## src/rtl/ws2812_frame_driver.sv

```systemverilog
// WS2812 strip driver: holds 2**AW colours and serialises them as GRB frames followed by a latch-low gap.
// Define WS2812_BRIGHTNESS_EN to add the brightness port and per-channel scaling at LED load.
module ws2812_frame_driver #(
    parameter int AW      = 3,
    parameter int BIT_CYC = 128,
    parameter int T0H_CYC = 40,
    parameter int T1H_CYC = 80,
    parameter int RES_CYC = 28100
) (
    input  logic          clk,
    input  logic          reset,
    input  logic          wr_en,
    input  logic [AW-1:0] wr_addr,
    input  logic [23:0]   wr_data,
    input  logic [AW:0]   num_leds,
    input  logic          go,
`ifdef WS2812_BRIGHTNESS_EN
    input  logic [7:0]    brightness,
`endif
    output logic          data_out,
    output logic          ready,
    output logic          frame_done
);

    localparam int DEPTH = 1 << AW;
    localparam int LW    = AW + 1;
    localparam int BCW   = $clog2(BIT_CYC + 1);
    localparam int RCW   = $clog2(RES_CYC + 1);

    localparam logic [LW-1:0]  MAX_LEDS = LW'(DEPTH);
    localparam logic [BCW-1:0] BIT_LAST = BCW'(BIT_CYC - 1);
    localparam logic [BCW-1:0] T0H      = BCW'(T0H_CYC);
    localparam logic [BCW-1:0] T1H      = BCW'(T1H_CYC);
    localparam logic [RCW-1:0] RES_LAST = RCW'(RES_CYC - 1);

    typedef enum logic [1:0] {IDLE, SEND, LATCH} stateT;

    stateT          state, stateNext;
    logic [BCW-1:0] bitCnt, bitCntNext;
    logic [4:0]     bitIdx, bitIdxNext;
    logic [LW-1:0]  ledIdx, ledIdxNext;
    logic [LW-1:0]  ledCount, ledCountNext;
    logic [RCW-1:0] resCnt, resCntNext;
    logic [23:0]    shiftReg, shiftNext;
    logic           dataNext, doneNext;
    logic [BCW-1:0] highLen;

    logic [23:0]    mem [DEPTH];
    logic [AW-1:0]  loadAddr;
    logic [23:0]    rawWord;
    logic [23:0]    loadWord;
    logic [LW-1:0]  clampedLeds;

    // Handshake: go is taken on a rising edge where go=1 and ready=1; ready falls the
    // following cycle and rises again on the same edge that frame_done pulses.
    assign ready = (state == IDLE);

    assign clampedLeds = (num_leds > MAX_LEDS) ? MAX_LEDS : num_leds;

    // The word is sampled on the edge that starts an LED, so a write landing on that
    // same edge is not seen until the next frame.
    assign loadAddr = (state == IDLE) ? '0 : ledIdx[AW-1:0] + AW'(1);
    assign rawWord  = mem[loadAddr];

`ifdef WS2812_BRIGHTNESS_EN
    function automatic logic [7:0] scaleChan(input logic [7:0] c, input logic [7:0] b);
        logic [15:0] prod;
        prod = {8'd0, c} * ({8'd0, b} + 16'd1);
        return prod[15:8];
    endfunction

    assign loadWord = {scaleChan(rawWord[15:8], brightness),
                       scaleChan(rawWord[23:16], brightness),
                       scaleChan(rawWord[7:0], brightness)};
`else
    assign loadWord = {rawWord[15:8], rawWord[23:16], rawWord[7:0]};
`endif

    always_ff @(posedge clk) begin
        if (reset) begin
            for (int i = 0; i < DEPTH; i++) mem[i] <= '0;
        end else if (wr_en) begin
            mem[wr_addr] <= wr_data;
        end
    end

    always_ff @(posedge clk) begin
        if (reset) begin
            state      <= IDLE;
            bitCnt     <= '0;
            bitIdx     <= '0;
            ledIdx     <= '0;
            ledCount   <= '0;
            resCnt     <= '0;
            shiftReg   <= '0;
            data_out   <= 1'b0;
            frame_done <= 1'b0;
        end else begin
            state      <= stateNext;
            bitCnt     <= bitCntNext;
            bitIdx     <= bitIdxNext;
            ledIdx     <= ledIdxNext;
            ledCount   <= ledCountNext;
            resCnt     <= resCntNext;
            shiftReg   <= shiftNext;
            data_out   <= dataNext;
            frame_done <= doneNext;
        end
    end

    always_comb begin
        stateNext    = state;
        bitCntNext   = bitCnt;
        bitIdxNext   = bitIdx;
        ledIdxNext   = ledIdx;
        ledCountNext = ledCount;
        resCntNext   = resCnt;
        shiftNext    = shiftReg;
        case (state)
            IDLE: begin
                if (go) begin
                    ledCountNext = clampedLeds;
                    ledIdxNext   = '0;
                    bitCntNext   = '0;
                    bitIdxNext   = '0;
                    resCntNext   = '0;
                    if (clampedLeds == '0) begin
                        stateNext = LATCH;
                    end else begin
                        stateNext = SEND;
                        shiftNext = loadWord;
                    end
                end
            end
            SEND: begin
                if (bitCnt == BIT_LAST) begin
                    bitCntNext = '0;
                    if (bitIdx == 5'd23) begin
                        bitIdxNext = '0;
                        if (ledIdx == ledCount - LW'(1)) begin
                            stateNext  = LATCH;
                            resCntNext = '0;
                        end else begin
                            ledIdxNext = ledIdx + LW'(1);
                            shiftNext  = loadWord;
                        end
                    end else begin
                        bitIdxNext = bitIdx + 5'd1;
                        shiftNext  = {shiftReg[22:0], 1'b0};
                    end
                end else begin
                    bitCntNext = bitCnt + BCW'(1);
                end
            end
            LATCH: begin
                if (resCnt == RES_LAST) begin
                    stateNext = IDLE;
                end else begin
                    resCntNext = resCnt + RCW'(1);
                end
            end
            default: stateNext = IDLE;
        endcase
    end

    // Outputs are registered from the next-state values so the strip line never glitches.
    always_comb begin
        highLen  = shiftNext[23] ? T1H : T0H;
        dataNext = (stateNext == SEND) && (bitCntNext < highLen);
        doneNext = (state == LATCH) && (stateNext == IDLE);
    end

endmodule

```

## config.mk

```make
export PLATFORM = sky130hd
export DESIGN_NAME = ws2812_frame_driver
export DESIGN_NICKNAME = d
export VERILOG_FILES = /design/src/rtl/ws2812_frame_driver.sv
export SDC_FILE = /design/constraint.sdc
export NUM_CORES = 1
export LEC_CHECK = 0
export ABC_AREA = 1
export ABC_CLOCK_PERIOD_IN_PS = 2900
export CAP_MARGIN = 20
export CORE_ASPECT_RATIO = 1.4
export CORE_UTILIZATION = 55
export CTS_BUF_LIST = sky130_fd_sc_hd__clkbuf_4 sky130_fd_sc_hd__clkbuf_8
export CTS_CLUSTER_DIAMETER = 100
export DETAILED_ROUTE_END_ITERATION = 6
export PLACE_DENSITY = 0.76
export RECOVER_POWER = 25
export SLEW_MARGIN = 0
export SYNTH_ARGS = -nofsm -noshare
export SYNTH_HDL_FRONTEND = slang
export SYNTH_SLANG_ARGS = --single-unit
```

## constraint.sdc

```tcl
create_clock -name clk -period 2.9 [get_ports clk]
set_input_delay 0.58 -clock clk [delete_from_list [all_inputs] [get_ports clk]]
set_output_delay 0.58 -clock clk [all_outputs]
set_load 0.1 [all_outputs]
```

==> results of run 1 <==
## cells in the final DEF, fill, tap and decap left out, drive strengths merged, types with 2 or more instances in the layout
cell type / count
nand2: 307
nor2: 287
edfxtp: 192
nand3: 131
inv: 82
clkbuf: 65
dfxtp: 64
o21ai: 55
a21oi: 44
clkdlybuf4s50: 33
buf: 29
a31oi: 17
nor3: 15
clkinv: 15
xor2: 9
a221oi: 9
a32oi: 9
xnor2: 8
nand4: 8
ha: 8
or2: 8
o211ai: 6
nor4: 3
o32ai: 3
clkinvlp: 3
bufinv: 2
## cells in the mapped netlist (5+ instances only)
master | count | share of area, %
sky130_fd_sc_hd__nand4_1 | 8 | 0.41
sky130_fd_sc_hd__a221oi_1 | 9 | 0.65
sky130_fd_sc_hd__inv_2 | 14 | 0.44
sky130_fd_sc_hd__buf_2 | 27 | 1.1
sky130_fd_sc_hd__inv_1 | 68 | 2.1
sky130_fd_sc_hd__nor2_1 | 277 | 8.6
sky130_fd_sc_hd__a32oi_1 | 9 | 0.65
sky130_fd_sc_hd__buf_4 | 10 | 0.62
sky130_fd_sc_hd__nand3_1 | 127 | 5.3
sky130_fd_sc_hd__nor2_4 | 5 | 0.47
sky130_fd_sc_hd__o21ai_1 | 26 | 1.1
sky130_fd_sc_hd__edfxtp_1 | 192 | 48
sky130_fd_sc_hd__xnor2_1 | 8 | 0.58
sky130_fd_sc_hd__dfxtp_1 | 64 | 11
sky130_fd_sc_hd__or2_2 | 6 | 0.31
sky130_fd_sc_hd__a31oi_1 | 17 | 0.88
sky130_fd_sc_hd__o21ai_0 | 27 | 1.1
sky130_fd_sc_hd__clkbuf_1 | 26 | 0.81
sky130_fd_sc_hd__nand2_1 | 300 | 9.3
sky130_fd_sc_hd__xor2_1 | 9 | 0.65
sky130_fd_sc_hd__a21oi_1 | 44 | 1.8
sky130_fd_sc_hd__nor3_1 | 14 | 0.58
sky130_fd_sc_hd__ha_1 | 8 | 0.83
## state kept, by name, summed over array words and instances, names as in the netlist
| name | flops |
|---|---|
| frame_done | 1 |
| resCnt | 15 |
| bitCnt | 8 |
| shiftReg | 24 |
| ledCount | 4 |
| mem | 192 |
| state | 2 |
| bitIdx | 5 |
| ledIdx | 4 |
| data_out | 1 |
## kinds of logic (layout without fill, tap and decap cells)
logic type               count (synthesis)  after routing  share of synthesized area, %
AO/OA/AOI/OAI                          149            149                          7.42
flip-flops                             256            256                          58.3
XOR/XNOR                                17             17                          1.23
adder cells (fa/ha/maj)                  8              8                         0.829
AND/OR/NAND/NOR                        762            762                          26.8
buffers and inverters                  150            230                          5.40
## layout make-up
class	count	area, µm²
inverter	85	320
fill	1801	7810
clock inverter	17	128
timing repair buffer	74	638
sequential	256	7050
tap	292	365
multi-input combinational	936	4390
clock buffer	54	662
## metrics by stage
| stage | setup slack [ns] | cell area (µm²) | hold slack (ns) | util, % | cells |
|---|---|---|---|---|---|
| 6_report | 0.190 | 13500 | 0.492 | 63.4 | 1714 |
| 5_1_grt | 0.0514 | 13500 | 0.506 | 63.4 | 1714 |
| 4_1_cts | 0.325 | 13600 | 0.490 | 63.6 | 1714 |
| 3_5_place_dp | 0.154 | 12800 | 0.481 | 59.9 | 1643 |
| 3_3_place_gp | 0.215 | 12800 | 0.472 | 59.9 | 1643 |
| 2_1_floorplan | 0.238 | 12100 | 0.444 | - | 1342 |
## worst max-delay path by stage
stage | start | to | slack, ns | depth (start not counted)
2_1_floorplan | state[1] | data_out | 0.24 | 16
3_3_place_gp | num_leds[3] | data_out | 0.22 | 14
4_1_cts | ledIdx[0] | data_out | 0.33 | 15
3_5_place_dp | num_leds[3] | data_out | 0.15 | 13
6_report | reset | mem[6][23] | 0.19 | 7
5_1_grt | ledIdx[0] | data_out | 0.05 | 15
## per-layer routing
| metal | vias to the layer above | part of all wire, % | track usage [%] |
|---|---|---|---|
| met4 | 0 | 3.4 | 12.9 |
| met2 | 365 | 51 | 49.8 |
| met5 | - | 0 | 0 |
| li1 | 4623 | - | - |
| met3 | 83 | 6.7 | 4.61 |
| met1 | 4620 | 39 | 32.8 |
## worst max-delay path, cell delays in order
cell,delay [ns]
sky130_fd_sc_hd__dlygate4sd3_1,0.55
sky130_fd_sc_hd__clkinv_1,0.08
sky130_fd_sc_hd__nand2_1,0.19
sky130_fd_sc_hd__nor2_1,0.12
sky130_fd_sc_hd__nand2_1,0.09
sky130_fd_sc_hd__clkbuf_1,1.21
sky130_fd_sc_hd__nor2_1,0.09
## report_power, final
| part | leakage [nW] | switching [mW] | internal, mW |
|---|---|---|---|
| Sequential | 2.36 | 0.0722 | 4.15 |
| Clock | 0.411 | 1.39 | 1.66 |
| Combinational | 2.46 | 0.615 | 0.274 |
| Total | 5.23 | 2.08 | 6.08 |
==> Implementation_results.wiki, run 1 <==
{| class="wikitable"
! Metric !! Value
|-
| Post-cts repair resize count || 0
|-
| Placeable Area || ~0.021 mm²
|-
| Syn Std Cell Area || 0.0121 mm²
|-
| CTS sink cnt || 256
|-
| Number of cell rows || 63
|-
| Die Outline Area || 0.0226 mm²
|-
| Kind of critical path || in -> reg
|-
| Routability congestion estimate || 0.854
|-
| Antenna violations before repair || 0
|-
| Fraction of the yosys area taken by sequential cells || between 50% and 60%
|-
| Warning count from the yosys run || 0
|-
| Growth of design area from synthesis to finish || 12.2%
|-
| First-pass GRT wire length || 48200 µm
|-
| Setup repair after global routing missed its margin || false
|-
| Post-CTS setup repair buffer count || 0
|-
| Hold violation total from the final report || 0
|-
| Average footprint of a synthesized cell || 9.00 µm²
|-
| Number of failing setup endpoints in the final timing report || 0
|-
| Violations in the final reports || max-capacitance violations, max-slew violations
|-
| Worst Min Path Start || shiftReg[0]
|-
| Class of the most critical hold timing path || reg -> reg
|-
| Total power || 8.16 mW
|-
| Num ports || 38
|-
| Syn nets || 1385
|-
| Antenna-violating nets left || 0
|-
| Final-layout setup total negative slack || 0 ns
|-
| Number of global-route vias before repair || 9550
|-
| Fraction of registers with async set/reset || 0%
|-
| Fraction of the cycle the final worst path needs || 93.4%
|-
| Ant. Diodes || 0
|-
| Post-CTS Hold Fix Bufs || 0
|-
| Drt initial violations || 741
|-
| Flip-flop cell with the highest count after synthesis || sky130_fd_sc_hd__edfxtp_1
|-
| Reg-to-Reg End || data_out
|-
| Clock transition at path regs || 0.06 ns
|-
| # nets final || roughly 1400
|-
| HPWL after detailed placement || roughly 18000 µm
|-
| Number of detailed-routing iterations run before antenna repair || 5
|-
| Run status || finished, violations left
|-
| Worst Max-Slew Pin Slew || 1.67 ns
|-
| Average vias per placed instance || 5.65
|-
| Highest fanout seen on the critical path || 24
|-
| Die width || 127 µm
|-
| Cell variety after synth || 48
|-
| Worst r2r path cells || 11
|-
| Max Freq || around 370 MHz
|-
| Number of vias in the routed layout || 9691
|-
| Starting utilization of the core area || 56.5%
|-
| Max H-tree Level || 2
|-
| Overall track demand over capacity in global routing || between 20 and 30%
|-
| Fraction of final layout cells sized beyond drive strength 1 || 9.77%
|-
| Worst-Skew Late Latency || approximately 0.54 ns
|-
| Setup slack on the worst flop-to-flop path || 0.25 ns
|-
| Setup Skew || about 0.0090 ns
|-
| Number of enable flip-flop cells after synthesis || 192
|-
| Maximum number of buffers from clock root to sink || 3
|-
| Wire per inst || 17.5 µm
|-
| Buffers on Ports || 37
|-
| Power per unit of standard cell area || 602 mW/mm²
|-
| Inserted Clock Buffers || 41
|-
| Worst slew slack as a fraction of its limit || -11.5%
|-
| DRT Wirelength || about 30000 µm
|-
| DIE HEIGHT || around 180 µm
|-
| Cells after synthesis || 1342
|-
| Pin count of the biggest net entering global routing || just over 80
|-
| Worst Hold Path EP || shiftReg[0]
|-
| Cell depth of the worst hold path || 2
|-
| IR drop worst, VDD || 0.000399 V
|-
| Critical Path Source Type || primary input
|-
| Required time at the worst-slack endpoint || 3.12 ns
|-
| Aggregate global routing overflow || 0
|-
| Total DRC errors in the routed layout || 0
|-
| Arrival time at the worst endpoint || 2.93 ns
|-
| Kind of end point of the critical path || register
|-
| Clk root buf || sky130_fd_sc_hd__clkbuf_8
|-
| Synth Register Bits || roughly 260
|-
| R2r startpoint || state[0]
|-
| Final number of max-transition violations || 75
|-
| CTS tree || yes
|-
| Max Cap Viol || 3
|-
| Leakage || 5.23 nW
|-
| Minimum clock period after layout || 2.71 ns
|}
No activity file was read; power rests on OpenSTA's default activity.
==> run 2: changes to the inputs <==
- PLACE_DENSITY: 0.76 -> 0.73
==> run 2 against run 1 <==
  * The run still ends with max-capacitance violations, max-slew violations left
  * Register-to-register slack gained 0.17 ns
  * Clock-buffer cell count up 2
  * Non-clock buffer count is 1 higher
  * Setup slack improved by 0.063 ns
  * Critical path depth stayed put
  * Global-route usage hardly changed
  * Maximum frequency is 2.4% higher
  * Final area up 0.41%
  * Cell count about the same
  * Via count is 1.5% lower
  * Sequential cell count unchanged
  * Combinational power grew 1%
  * Critical path type unchanged
  * Largest cell class unchanged
==> Implementation_results.wiki, run 2 (synthesized netlist as in run 1, its figures left out) <==
{| class="wikitable"
! Metric !! Value
|-
| Filler Cells Inserted || 1774 (-1.5%)
|-
| Max Cap Viol || 2 (-1)
|-
| Ant. Diodes || 0 (unchanged)
|-
| Starting utilization of the core area || 56.5% (unchanged)
|-
| Final number of max-transition violations || 50 (-33%)
|-
| Worst Min Path Start || shiftReg[0]
|-
| Number of vias in the routed layout || 9541 (-1.5%)
|-
| IR drop worst, VDD || 0.000408 V (+2.2%)
|-
| Growth of design area from synthesis to finish || 12.6%
|-
| Hold violation total from the final report || 0 (unchanged)
|-
| Core utilization of the finished layout || 63.7% (+0.26 points)
|-
| Worst-Skew Late Latency || 0.55 ns (about the same)
|-
| Average vias per placed instance || 5.56 (-1.6%)
|-
| Critical Path Source Type || primary input
|-
| # nets final || 1437 (unchanged)
|-
| Post-CTS setup repair buffer count || 0 (unchanged)
|-
| Kind of critical path || in -> reg
|-
| HPWL after detailed placement || 18500 µm (+1.2%)
|-
| Leakage || 5.27 nW (+0.80%)
|-
| Required time at the worst-slack endpoint || 3.14 ns (+0.02 ns)
|-
| DIE HEIGHT || 177 µm (unchanged)
|-
| Most common library cell in the layout ignoring fill and taps || sky130_fd_sc_hd__nand2_1
|-
| Max H-tree Level || 2 (unchanged)
|-
| Area occupied by multi-input gates || 0.00439 mm² (about the same)
|-
| Worst Max-Slew Pin Slew || 1.56 ns (-0.114 ns)
|-
| Pin count of the biggest net entering global routing || 78 (-4.9%)
|-
| Placeable Area || 0.0214 mm² (unchanged)
|-
| Buffers on Ports || 37 (unchanged)
|-
| Post-route setup slack || 0.253 ns (+0.0628 ns)
|-
| Post-cts repair resize count || 0 (unchanged)
|-
| Kind of end point of the critical path || register
|-
| Footprint of the flip-flops and latches || 0.00705 mm² (unchanged)
|-
| Setup slack after placement || 0.178 ns (+0.0240 ns)
|-
| Number of failing setup endpoints in the final timing report || 0 (unchanged)
|-
| DRT Wirelength || 30000 µm (-0.20%)
|-
| Max Freq || 378 MHz (+2.4%)
|-
| Maximum number of buffers from clock root to sink || 3 (unchanged)
|-
| Highest-count cells in the layout ignoring fill and taps || sky130_fd_sc_hd__nand2_1, sky130_fd_sc_hd__nor2_1, sky130_fd_sc_hd__edfxtp_1
|-
| CTS tree || yes
|-
| Wire per inst || 17.5 µm (-0.26%)
|-
| Number of cell rows || 63 (unchanged)
|-
| Fraction of the cycle the final worst path needs || 91.3% (-2.2 points)
|-
| Arrival time at the worst endpoint || 2.89 ns (-0.04 ns)
|-
| Die width || 127 µm (unchanged)
|-
| Number of global-route vias before repair || 9433 (-1.2%)
|-
| Clk root buf || sky130_fd_sc_hd__clkbuf_8
|-
| Largest registers in the final layout || mem: 192 flops, shiftReg: 24 flops, resCnt: 15 flops
|-
| Post-CTS Hold Fix Bufs || 0 (unchanged)
|-
| Number of flip-flops in the largest register || 192 (unchanged)
|-
| Setup Skew || 0.0253 ns (+0.0163 ns)
|-
| Run status || finished, violations left
|-
| Num ports || 38 (unchanged)
|-
| Antenna violations before repair || 0 (unchanged)
|-
| Worst slew slack as a fraction of its limit || -3.90% (+7.6 points)
|-
| Minimum clock period after layout || 2.65 ns (-0.0628 ns)
|-
| Final-layout setup total negative slack || 0 ns (unchanged)
|-
| Setup repair after global routing missed its margin || false
|-
| Antenna-violating nets left || 0 (unchanged)
|-
| Overall track demand over capacity in global routing || 27.9% (about the same)
|-
| Die Outline Area || 0.0226 mm² (unchanged)
|-
| Class of the most critical hold timing path || reg -> reg
|-
| Power per unit of standard cell area || 605 mW/mm² (+0.49%)
|-
| Cells after DPL || 1644 (+0.061%)
|-
| Aggregate global routing overflow || 0 (unchanged)
|-
| Highest fanout seen on the critical path || 24 (unchanged)
|-
| Total DRC errors in the routed layout || 0 (unchanged)
|-
| Inserted Clock Buffers || 40 (-2.4%)
|-
| Routability congestion estimate || 0.844 (-1.2%)
|-
| Beginning of the critical path || reset
|-
| First-pass GRT wire length || 47900 µm (-0.66%)
|-
| Clock transition at path regs || 0.06 ns (about the same)
|-
| Violations in the final reports || max-capacitance violations, max-slew violations
|-
| Drt initial violations || 853 (+15%)
|-
| Number of detailed-routing iterations run before antenna repair || 5 (unchanged)
|-
| Reg with most FFs || mem
|-
| CTS sink cnt || 256 (unchanged)
|-
| Fraction of final layout cells sized beyond drive strength 1 || 9.98% (+0.20 points)
|-
| R2r startpoint || ledIdx[0]
|-
| Layout Cells excl Fill || 1715 (+0.058%)
|}
[run 2: worst paths after layout]
kind                            slack (ns)          end  cells past startpoint
worst min register to register        0.48  shiftReg[0]                      2
worst max register to register        0.42     data_out                     16
worst min-delay path                  0.48  shiftReg[0]                      2
worst max-delay path                  0.25    mem[2][8]                      7
[run 2: layout make-up]
type	count	share of cell area [%]
inverter	85	2.36
sequential	256	51.8
clock inverter	15	0.892
timing repair buffer	75	4.90
multi-input combinational	936	32.2
clock buffer	56	5.11
tap	292	2.69
[run 2: metal layers]
metal,part of all wire (%),wire length (µm),track usage [%],up-vias
li1,-,-,-,4627
met1,38,11500,31.5,4536
met2,53,15800,52.0,308
met3,6.1,1830,4.16,70
met4,3.1,915,12.0,0
met5,0,0,0,-
[run 2: through the flow]
step	total power, mW	hold WS, ns	area, µm²
floorplan	4.88	0.444	12100
global placement	5.17	0.470	12800
detailed placement	5.20	0.473	12800
CTS	8.29	0.480	13600
global route	8.55	0.487	13600
finish	8.24	0.476	13600
[run 2: power by group]
part           internal (mW)  switching (mW)
clock network           1.73            1.39
logic                  0.279           0.621
registers               4.15          0.0705
total                   6.15            2.08
[run 2: critical path: stages]
cell	delay (ns)
sky130_fd_sc_hd__dlygate4sd3_1	0.56
sky130_fd_sc_hd__clkinv_1	0.08
sky130_fd_sc_hd__nand2_1	0.18
sky130_fd_sc_hd__nor2_1	0.13
sky130_fd_sc_hd__nand2_1	0.09
sky130_fd_sc_hd__clkbuf_1	1.13
sky130_fd_sc_hd__nor2_1	0.11
